[config.mk]
export PLATFORM = sky130hd
export DESIGN_NAME = gol_sweep_ctrl
export DESIGN_NICKNAME = d
export VERILOG_FILES = /design/src/rtl/gol_sweep_ctrl.sv
export SDC_FILE = /design/constraint.sdc
export NUM_CORES = 1
export LEC_CHECK = 0
export CELL_PAD_IN_SITES_DETAIL_PLACEMENT = 1
export CELL_PAD_IN_SITES_GLOBAL_PLACEMENT = 2
export CORE_UTILIZATION = 30
export CTS_CLUSTER_DIAMETER = 30
export DETAILED_ROUTE_END_ITERATION = 8
export HOLD_SLACK_MARGIN = 0.05
export PLACE_DENSITY_LB_ADDON = 0.3
export RECOVER_POWER = 25
export SLEW_MARGIN = 15
export SYNTH_ARGS = -nofsm -noshare
export SYNTH_HDL_FRONTEND = slang
export SYNTH_SLANG_ARGS = --single-unit
[constraint.sdc]
create_clock -name ph1 -period 4.2 [get_ports ph1]
set_clock_uncertainty 0.05 [all_clocks]
set_input_delay 0.84 -clock ph1 [delete_from_list [all_inputs] [get_ports ph1]]
set_output_delay 0.84 -clock ph1 [all_outputs]
set_load 0.005 [all_outputs]
[src/rtl/gol_sweep_ctrl.sv]
// Generation sequencer/writer for the Game-of-Life row register file.
// Define GOL_TORUS_EN to wrap columns; otherwise off-grid columns read as dead.
module gol_sweep_ctrl #(
    parameter int WIDTH   = 8,
    parameter int REGBITS = 3
) (
    input  logic               ph1,
    input  logic               reset,
    input  logic               start,
    input  logic               run,
    input  logic [WIDTH-1:0]   row_a,
    input  logic [WIDTH-1:0]   row,
    input  logic [WIDTH-1:0]   row_b,
    output logic [REGBITS-1:0] ra,
    output logic               regwrite,
    output logic [WIDTH-1:0]   wd,
    output logic               busy,
    output logic               done,
    output logic [15:0]        gen_count
);

    localparam int ROWS = 2**REGBITS;
    localparam logic [REGBITS-1:0] LAST_ROW = REGBITS'(ROWS - 1);

    typedef enum logic [1:0] {IDLE, RD, WR, FIN} state_t;

    state_t             state_reg,    state_next;
    logic [REGBITS-1:0] row_idx_reg,  row_idx_next;
    logic [WIDTH-1:0]   nxt_reg,      nxt_next;
    logic [WIDTH-1:0]   prev_old_reg, prev_old_next;
    logic [WIDTH-1:0]   row0_old_reg, row0_old_next;
    logic [WIDTH-1:0]   cur_old_reg,  cur_old_next;
    logic [15:0]        gen_count_reg, gen_count_next;

    // Row 0's upper neighbour and row ROWS-1's lower neighbour come from old data:
    // row_a at row 0 is still unwritten, row_b at the last row was overwritten long ago.
    logic [WIDTH-1:0] above_sel, below_sel, life_next;

    assign above_sel = (row_idx_reg == '0)      ? row_a        : prev_old_reg;
    assign below_sel = (row_idx_reg == LAST_ROW) ? row0_old_reg : row_b;

    // Extended rows: bit 0 holds column -1, bit WIDTH+1 holds column WIDTH.
    logic [WIDTH+1:0] ext_a, ext_r, ext_b;

`ifdef GOL_TORUS_EN
    assign ext_a = {above_sel[0], above_sel, above_sel[WIDTH-1]};
    assign ext_r = {row[0],       row,       row[WIDTH-1]};
    assign ext_b = {below_sel[0], below_sel, below_sel[WIDTH-1]};
`else
    assign ext_a = {1'b0, above_sel, 1'b0};
    assign ext_r = {1'b0, row,       1'b0};
    assign ext_b = {1'b0, below_sel, 1'b0};
`endif

    genvar gi;
    generate
        for (gi = 0; gi < WIDTH; gi++) begin : g_cell
            logic [3:0] n;
            assign n = 4'(ext_a[gi]) + 4'(ext_a[gi+1]) + 4'(ext_a[gi+2])
                     + 4'(ext_r[gi])                   + 4'(ext_r[gi+2])
                     + 4'(ext_b[gi]) + 4'(ext_b[gi+1]) + 4'(ext_b[gi+2]);
            assign life_next[gi] = (n == 4'd3) | (row[gi] & (n == 4'd2));
        end
    endgenerate

    always_ff @(posedge ph1) begin
        if (reset) begin
            state_reg     <= IDLE;
            row_idx_reg   <= '0;
            nxt_reg       <= '0;
            prev_old_reg  <= '0;
            row0_old_reg  <= '0;
            cur_old_reg   <= '0;
            gen_count_reg <= '0;
        end else begin
            state_reg     <= state_next;
            row_idx_reg   <= row_idx_next;
            nxt_reg       <= nxt_next;
            prev_old_reg  <= prev_old_next;
            row0_old_reg  <= row0_old_next;
            cur_old_reg   <= cur_old_next;
            gen_count_reg <= gen_count_next;
        end
    end

    always_comb begin
        state_next     = state_reg;
        row_idx_next   = row_idx_reg;
        nxt_next       = nxt_reg;
        prev_old_next  = prev_old_reg;
        row0_old_next  = row0_old_reg;
        cur_old_next   = cur_old_reg;
        gen_count_next = gen_count_reg;
        ra             = '0;
        regwrite       = 1'b0;
        busy           = 1'b0;
        done           = 1'b0;

        case (state_reg)
            IDLE: begin
                if (start) begin
                    row_idx_next = '0;
                    state_next   = RD;
                end
            end
            RD: begin
                ra           = row_idx_reg;
                busy         = 1'b1;
                cur_old_next = row;
                if (row_idx_reg == '0) begin
                    row0_old_next = row;
                end
                nxt_next   = life_next;
                state_next = WR;
            end
            WR: begin
                ra            = row_idx_reg;
                regwrite      = 1'b1;
                busy          = 1'b1;
                prev_old_next = cur_old_reg;
                if (row_idx_reg == LAST_ROW) begin
                    state_next = FIN;
                end else begin
                    row_idx_next = row_idx_reg + REGBITS'(1);
                    state_next   = RD;
                end
            end
            FIN: begin
                done           = 1'b1;
                busy           = 1'b1;
                gen_count_next = gen_count_reg + 16'd1;
                if (run) begin
                    row_idx_next = '0;
                    state_next   = RD;
                end else begin
                    state_next = IDLE;
                end
            end
            default: state_next = IDLE;
        endcase
    end

    assign wd        = nxt_reg;
    assign gen_count = gen_count_reg;

endmodule

==> results of run 1 <==
power groups by stage:
| stage | logic, mW | registers (mW) | clock network (mW) |
|---|---|---|---|
| floorplan | 0.414 | 0.583 | 0 |
| CTS | 0.631 | 0.578 | 0.459 |
| global route | 0.705 | 0.585 | 0.480 |
| finish | 0.611 | 0.577 | 0.442 |
| detailed placement | 0.627 | 0.590 | 0 |
| global placement | 0.590 | 0.588 | 0 |
worst max path at each step:
stage / from / to / slack, ns / depth (start not counted)
final: row_idx_reg[0] / wd[4] / 0.26 / 14
after detailed placement: row_a[4] / wd[4] / -0.09 / 11
after CTS: row_idx_reg[0] / wd[4] / 0.19 / 14
after global routing: row_idx_reg[0] / wd[2] / 0.008 / 14
after floorplan: row_idx_reg[0] / wd[6] / 0.41 / 14
after global placement: row_a[6] / wd[6] / -0.02 / 11
worst max-delay path, delay by kind of cell, from the launching register on:
| family | cells | cell delay, ns |
|---|---|---|
| flops | 1 | 0.33 |
| buf+inv | 3 | 0.38 |
| fa+ha+maj | 6 | 2.24 |
| compound gates | 2 | 0.32 |
| mux | 1 | 0.32 |
| simple gates | 2 | 0.18 |
logic make-up (layout without fill, tap and decap cells):
group,count (synthesis),count (layout),synth area share (%)
and+or+nand+nor,96,96,13.9
buffers and inverters,65,132,7.08
adders and majority gates,58,58,26.5
DFF,53,53,30.0
muxes,41,41,11.8
AOI/OAI and AO/OA,40,40,7.47
xor gates and xnor gates,13,13,3.22
other,0,1,0
layout make-up:
| type | count | area [um^2] | share of cell area [%] |
|---|---|---|---|
| Multi-Input combinational cell | 248 | 2220 | 49.6 |
| Clock buffer | 5 | 125 | 2.79 |
| Timing Repair Buffer | 69 | 657 | 14.7 |
| Tap cell | 143 | 179 | 3.99 |
| Sequential cell | 53 | 1060 | 23.7 |
| Inverter | 55 | 206 | 4.61 |
| Clock inverter | 3 | 28.8 | 0.642 |
| Antenna cell | 1 | 2.50 | 0.0558 |
stage by stage:
stage / setup WS (ns) / cell area [um^2] / utilization (%) / total power [mW]
5_1_grt: 0.00763 / 4480 / 39.1 / 1.77
6_report: 0.257 / 4480 / 39.1 / 1.63
2_1_floorplan: 0.412 / 3530 / - / 0.997
3_5_place_dp: -0.0924 / 4330 / 37.8 / 1.22
4_1_cts: 0.191 / 4480 / 39.1 / 1.67
3_3_place_gp: -0.0198 / 4330 / 37.8 / 1.18
metal layers:
metal / vias up / GRT usage, % / routed length (um)
met5: - / 0 / 0
met4: 0 / 3.73 / 92
met3: 5 / 3.18 / 304
met2: 42 / 27.0 / 4320
met1: 1304 / 20.2 / 4260
li1: 1338 / - / -
cells in the final DEF (no fill, tap or decap), drive strengths merged, types with 6 or more instances in the layout:
cell type / Yosys / routed
a21oi: 16 / 16
nor2: 50 / 50
dfxtp: 53 / 53
ha: 30 / 30
clkbuf: 4 / 6
mux2i: 36 / 36
inv: 55 / 57
o21ai: 13 / 13
xnor2: 9 / 9
clkdlybuf4s50: 0 / 56
buf: 6 / 11
nand2: 8 / 8
nand3: 12 / 12
fa: 28 / 28
==> results.toml, run 1 <==
[floorplanning]
rows = 39
die-width_um = 111
dieArea_um2 = 12200
core_area_um2 = 11500
fp.dieH_um = 111
boundaryPins = 58
start_util_pct = 30.8

[sta]
slew_viol_final = 48
setup_tns_ns = 0
rsz0062_at_grt = "false"
max_freq_mhz = 254
hold_violations = 0
worst-slew-pin-transition_ns = 2.11
finalCriticalPeriod_ns = 3.94
holdWs_ns = 0.446
period_share_pct = 93.9
maxSlewHeadroom_pct = -40.4
setup_viol = 0

[power]
clockPowerShare_pct = 27.1
seq_power_share_pct = 35.4
p_leak_nw = 1.91
power_frac_comb_pct = 37.5
ir_worst_vdd_v = 0.000171
p_int_mw = 1.06
power_per_cell_area_nw_per_um2 = 364
p_sw_uw = 570
sw_frac_of_total_pct = 35.0

[worst_setup_path]
reg2reg_to = "wd[4]"
criticalPathCategory = "register to register"
cpMostUsedCell = "fa_1"
crit_arrival_ns = 4.09
worstPathRequired_ns = 4.35
reg2reg_from = "row_idx_reg[0]"
critPathLaunchType = "register"
worst-path-max-fanout = 9
rrSetupSlack_ns = 0.26
slowest_delay_ns = 0.55
crit_path_cell_trace = "inv_1 -> ha_1 -> nor2b_1 -> buf_4 -> mux2i_1 -> fa_1 -> fa_1 -> inv_1 -> fa_1 -> ha_1 -> fa_1 -> o21ai_0 -> nor2_1 -> a32o_1"
r2r_cells = 14
end_kind = "register"
crit_path_top_delay_cell = "fa_1"

[logic_synthesis]
synth-edff-count = 0
synthFlopType = "dfxtp_1"
synthDistinctLibCells = 32
syn_avg_cell_area_um2 = 9.66
ys_seq_area_share_pct = 30.0
netlist_instances = 366
synth.top_cells.by_count = "inv_1, dfxtp_1, nor2_1"
synth_area_leaders = "dfxtp_1, fa_1, ha_1"
synth_top_area_cell = "dfxtp_1"
async_flop_share_pct = 0
netlist.area_leader.share_pct = 30.0
synth_most_common_cell = "inv_1"
yosysWarningCount = 0
syn-cell-area_um2 = 3530
ys_seq_elements = 53
syn_nets = 452

[routing]
vias_per_cell = 4.66
vias = 2689
ant_nets = 0
wl_per_cell_um = 15.6
first_pass_iters = 4
drcViolationCount = 0
drt_first_iter_violations = 64
routed_wl_mm = 8.98

[layout]
syn_to_final_growth_pct = 26.8
largest_register_ffs = 16
final_nets = 518
n_fill_cell = 1305
drive_above_1_share_pct = 7.39
stdcell_count = 577

[run_status]
violations = "max-capacitance violations, max-slew violations"
run_status = "complete, but fails checks"

[placement]
routabilityCongestion = 0.813
dp.cells = 568
dp_hpwl_mm = 6.97
io_buffers = 57

[global_routing]
antenna_found_initial = 1
grt.total_usage_pct = 15.8
grt_pass1_wl_mm = 15.3
first_global_vias = 3051
grt_start_max_net_pins = 48
grt-ovfl-total = 0

[clock_tree]
cts_tree = "yes"
path_clk_slew_ns = 0.08
clk_path_buf_depth = 2
hold_buffers = 0
cts_max_level = 2
cts_buffers = 5
clock_latency_ns = 0.30
clock-sinks = 53
cts.repair.resized = 0
post-cts-setup-buffer-count = 0
ctsRootBufferMaster = "clkbuf_16"

[min_path]
min_to = "wd[1]"
hp-class = "register to register"
holdPathStages = 2
worstHoldStart = "wd[1]"

[job]
cap_violations = 1
Power figures use the tool's default switching activity.
==> run 2, diff against run 1 <==
--- a/config.mk
+++ b/config.mk
@@ -10,6 +10,7 @@
 export CORE_UTILIZATION = 30
 export CTS_CLUSTER_DIAMETER = 30
 export DETAILED_ROUTE_END_ITERATION = 8
+export DONT_BUFFER_PORTS = 1
 export HOLD_SLACK_MARGIN = 0.05
 export PLACE_DENSITY_LB_ADDON = 0.3
 export RECOVER_POWER = 25
==> run 2 against run 1 <==
Effect of this change: the flow now finishes without violations; total power down 3.4%; count of clock-buffer cells in the layout stayed put; maximum frequency is 0.42% higher; flip-flop and latch count unchanged; core utilization shrank 5.4 points; cell count decreased by 11%; die area unchanged; setup slack better by 0.016 ns; routed wire length is 6.3% lower; first-iteration DRC count shrank 9.4%; final area fell by 14%; critical path type unchanged; critical endpoint is now wd[6]; largest cell class unchanged; largest power group is now sequential cells.
==> results.toml, run 2 (synthesized netlist as in run 1, its figures left out) <==
[global_routing]
first_global_vias = 2672
grt.total_usage_pct = 14.7
grt-ovfl-total = 0
grt_pass1_wl_mm = 14.0
antenna_found_initial = 1
grt_start_max_net_pins = 49

[min_path]
hp-class = "register to register"
worstHoldStart = "row0_old_reg[7]"

[worst_setup_path]
worstPathRequired_ns = 4.34
crit_arrival_ns = 4.07
crit_path_cell_trace = "inv_1 -> ha_1 -> nor2b_2 -> buf_4 -> mux2i_1 -> fa_1 -> fa_1 -> fa_1 -> inv_1 -> ha_1 -> fa_1 -> o21ai_0 -> nor2_1 -> a32o_1"
end_kind = "register"
critPathLaunchType = "register"
crit_path_top_delay_cell = "fa_1"
criticalPathCategory = "register to register"
slowest_delay_ns = 0.54
reg2reg_from = "row_idx_reg[0]"
worst-path-max-fanout = 4
crit_family = "adder cells"
setup.worst_path.start = "row_idx_reg[0]"
cpMostUsedCell = "fa_1"
crit_buf_inv = 3

[power]
seq_power_share_pct = 36.7
ir_worst_vdd_v = 0.000170
power_per_cell_area_nw_per_um2 = 407
clockPowerShare_pct = 30.4
sw_frac_of_total_pct = 33.2
power_frac_comb_pct = 32.9
p_sw_uw = 522
p_leak_nw = 1.64
p_int_mw = 1.05

[floorplanning]
dieArea_um2 = 12200
fp.dieH_um = 111
core_area_um2 = 11500
boundaryPins = 58
die-width_um = 111
start_util_pct = 30.8
rows = 39

[routing]
drcViolationCount = 0
vias = 2468
drt_first_iter_violations = 58
routed_wl_mm = 8.41
first_pass_iters = 4
vias_per_cell = 4.83
wl_per_cell_um = 16.5
ant_nets = 0

[placement]
routabilityCongestion = 0.762
dp_hpwl_mm = 6.49
io_buffers = 0

[sta]
hold_violations = 0
worst-slew-pin-transition_ns = 0.860
setup_viol = 0
rsz0062_at_grt = "false"
slew_viol_final = 0
setup_tns_ns = 0
maxSlewHeadroom_pct = 42.7
period_share_pct = 93.5
finalCriticalPeriod_ns = 3.93
max_freq_mhz = 255

[clock_tree]
ctsRootBufferMaster = "clkbuf_16"
cts_tree = "yes"
clk_path_buf_depth = 2
post-cts-setup-buffer-count = 0
cts_max_level = 2
path_clk_slew_ns = 0.07
cts_buffers = 5
clock_latency_ns = 0.30
clock-sinks = 53

[layout]
syn_to_final_growth_pct = 9.45
final_nets = 453
largest_register_ffs = 16
n_fill_cell = 1329
utilization_pct = 33.7
multi_input_area_um2 = 2230
final_cell_mix = "inv_1, dfxtp_1, nor2_1, mux2i_1, ha_1"
layout_commonest_cell = "inv_1"
final-seq-area_um2 = 1060
drive_above_1_share_pct = 7.63

[job]
cap_violations = 0

[run_status]
run_status = "finished, final reports clean"
[run 2: changes by cell type in the layout (fill, tap and decap cells not counted), sizes merged]
cell	delta
clkdlybuf4s50	-56
clkbuf	-1
dlygate4sd3	-1
inv	-1
buf	-7
clkinv	-1
bufinv	+1
[run 2: power by group through the flow]
| stage | logic [mW] | clock network, mW | registers (mW) |
|---|---|---|---|
| floorplan | 0.414 | 0 | 0.583 |
| global placement | 0.511 | 0 | 0.590 |
| detailed placement | 0.527 | 0 | 0.592 |
| CTS | 0.531 | 0.500 | 0.580 |
| global route | 0.607 | 0.519 | 0.585 |
| finish | 0.518 | 0.479 | 0.579 |
[run 2: layout make-up]
class	instances	share of cell area [%]
clock inverters	2	1.00
multi-input cells	248	57.5
clock buffers	5	3.23
repair buffers	4	0.776
flip-flops and latches	53	27.4
inverters	55	5.34
well taps	143	4.62
diodes	1	0.0647
[run 2: layer usage]
| metal | global-route usage [%] | part of all wire (%) |
|---|---|---|
| met1 | 18.2 | 46 |
| met2 | 25.0 | 48 |
| met3 | 3.95 | 4.9 |
| met4 | 4.27 | 1.1 |
| met5 | 0 | 0 |
[run 2: final timing paths]
| check | slack [ns] | end | cells after the start |
|---|---|---|---|
| setup / recovery | 0.27 | wd[6] | 14 |
| hold / removal | 0.45 | row0_old_reg[7] | 2 |
| setup reg to reg | 0.27 | wd[6] | 14 |
| hold reg to reg | 0.45 | row0_old_reg[7] | 2 |
[run 2: per-stage QoR]
| stage | setup slack [ns] | hold slack [ns] | cell area [um^2] | total power, mW | cells |
|---|---|---|---|---|---|
| 2_1_floorplan | 0.412 | 0.406 | 3530 | 0.997 | 366 |
| 3_3_place_gp | 0.219 | 0.418 | 3700 | 1.10 | 503 |
| 3_5_place_dp | 0.173 | 0.432 | 3700 | 1.12 | 503 |
| 4_1_cts | 0.145 | 0.450 | 3860 | 1.61 | 510 |
| 5_1_grt | 0.0133 | 0.478 | 3870 | 1.71 | 510 |
| 6_report | 0.273 | 0.445 | 3870 | 1.58 | 511 |
[run 2: timing repair]
| item | 4_1_cts | 5_1_grt |
|---|---|---|
| setup endpoints to repair | 0 | 5 |
| hold buffers | 0 | 0 |
| gates resized for setup | 0 | 5 |
[run 2: tightest hold or removal path: cells and delay by family, from the launching register on]
kind | cells | cell delay (ns)
DFF | 1 | 0.33
muxes | 1 | 0.07
and+or+nand+nor | 1 | 0.07
==> run 3, diff against run 2 <==
--- a/config.mk
+++ b/config.mk
@@ -5,6 +5,7 @@
 export SDC_FILE = /design/constraint.sdc
 export NUM_CORES = 1
 export LEC_CHECK = 0
+export CAP_MARGIN = 20
 export CELL_PAD_IN_SITES_DETAIL_PLACEMENT = 1
 export CELL_PAD_IN_SITES_GLOBAL_PLACEMENT = 2
 export CORE_UTILIZATION = 30
==> results of run 3 <==
The final DEF is identical to that of run 2; final timing and power are the same.
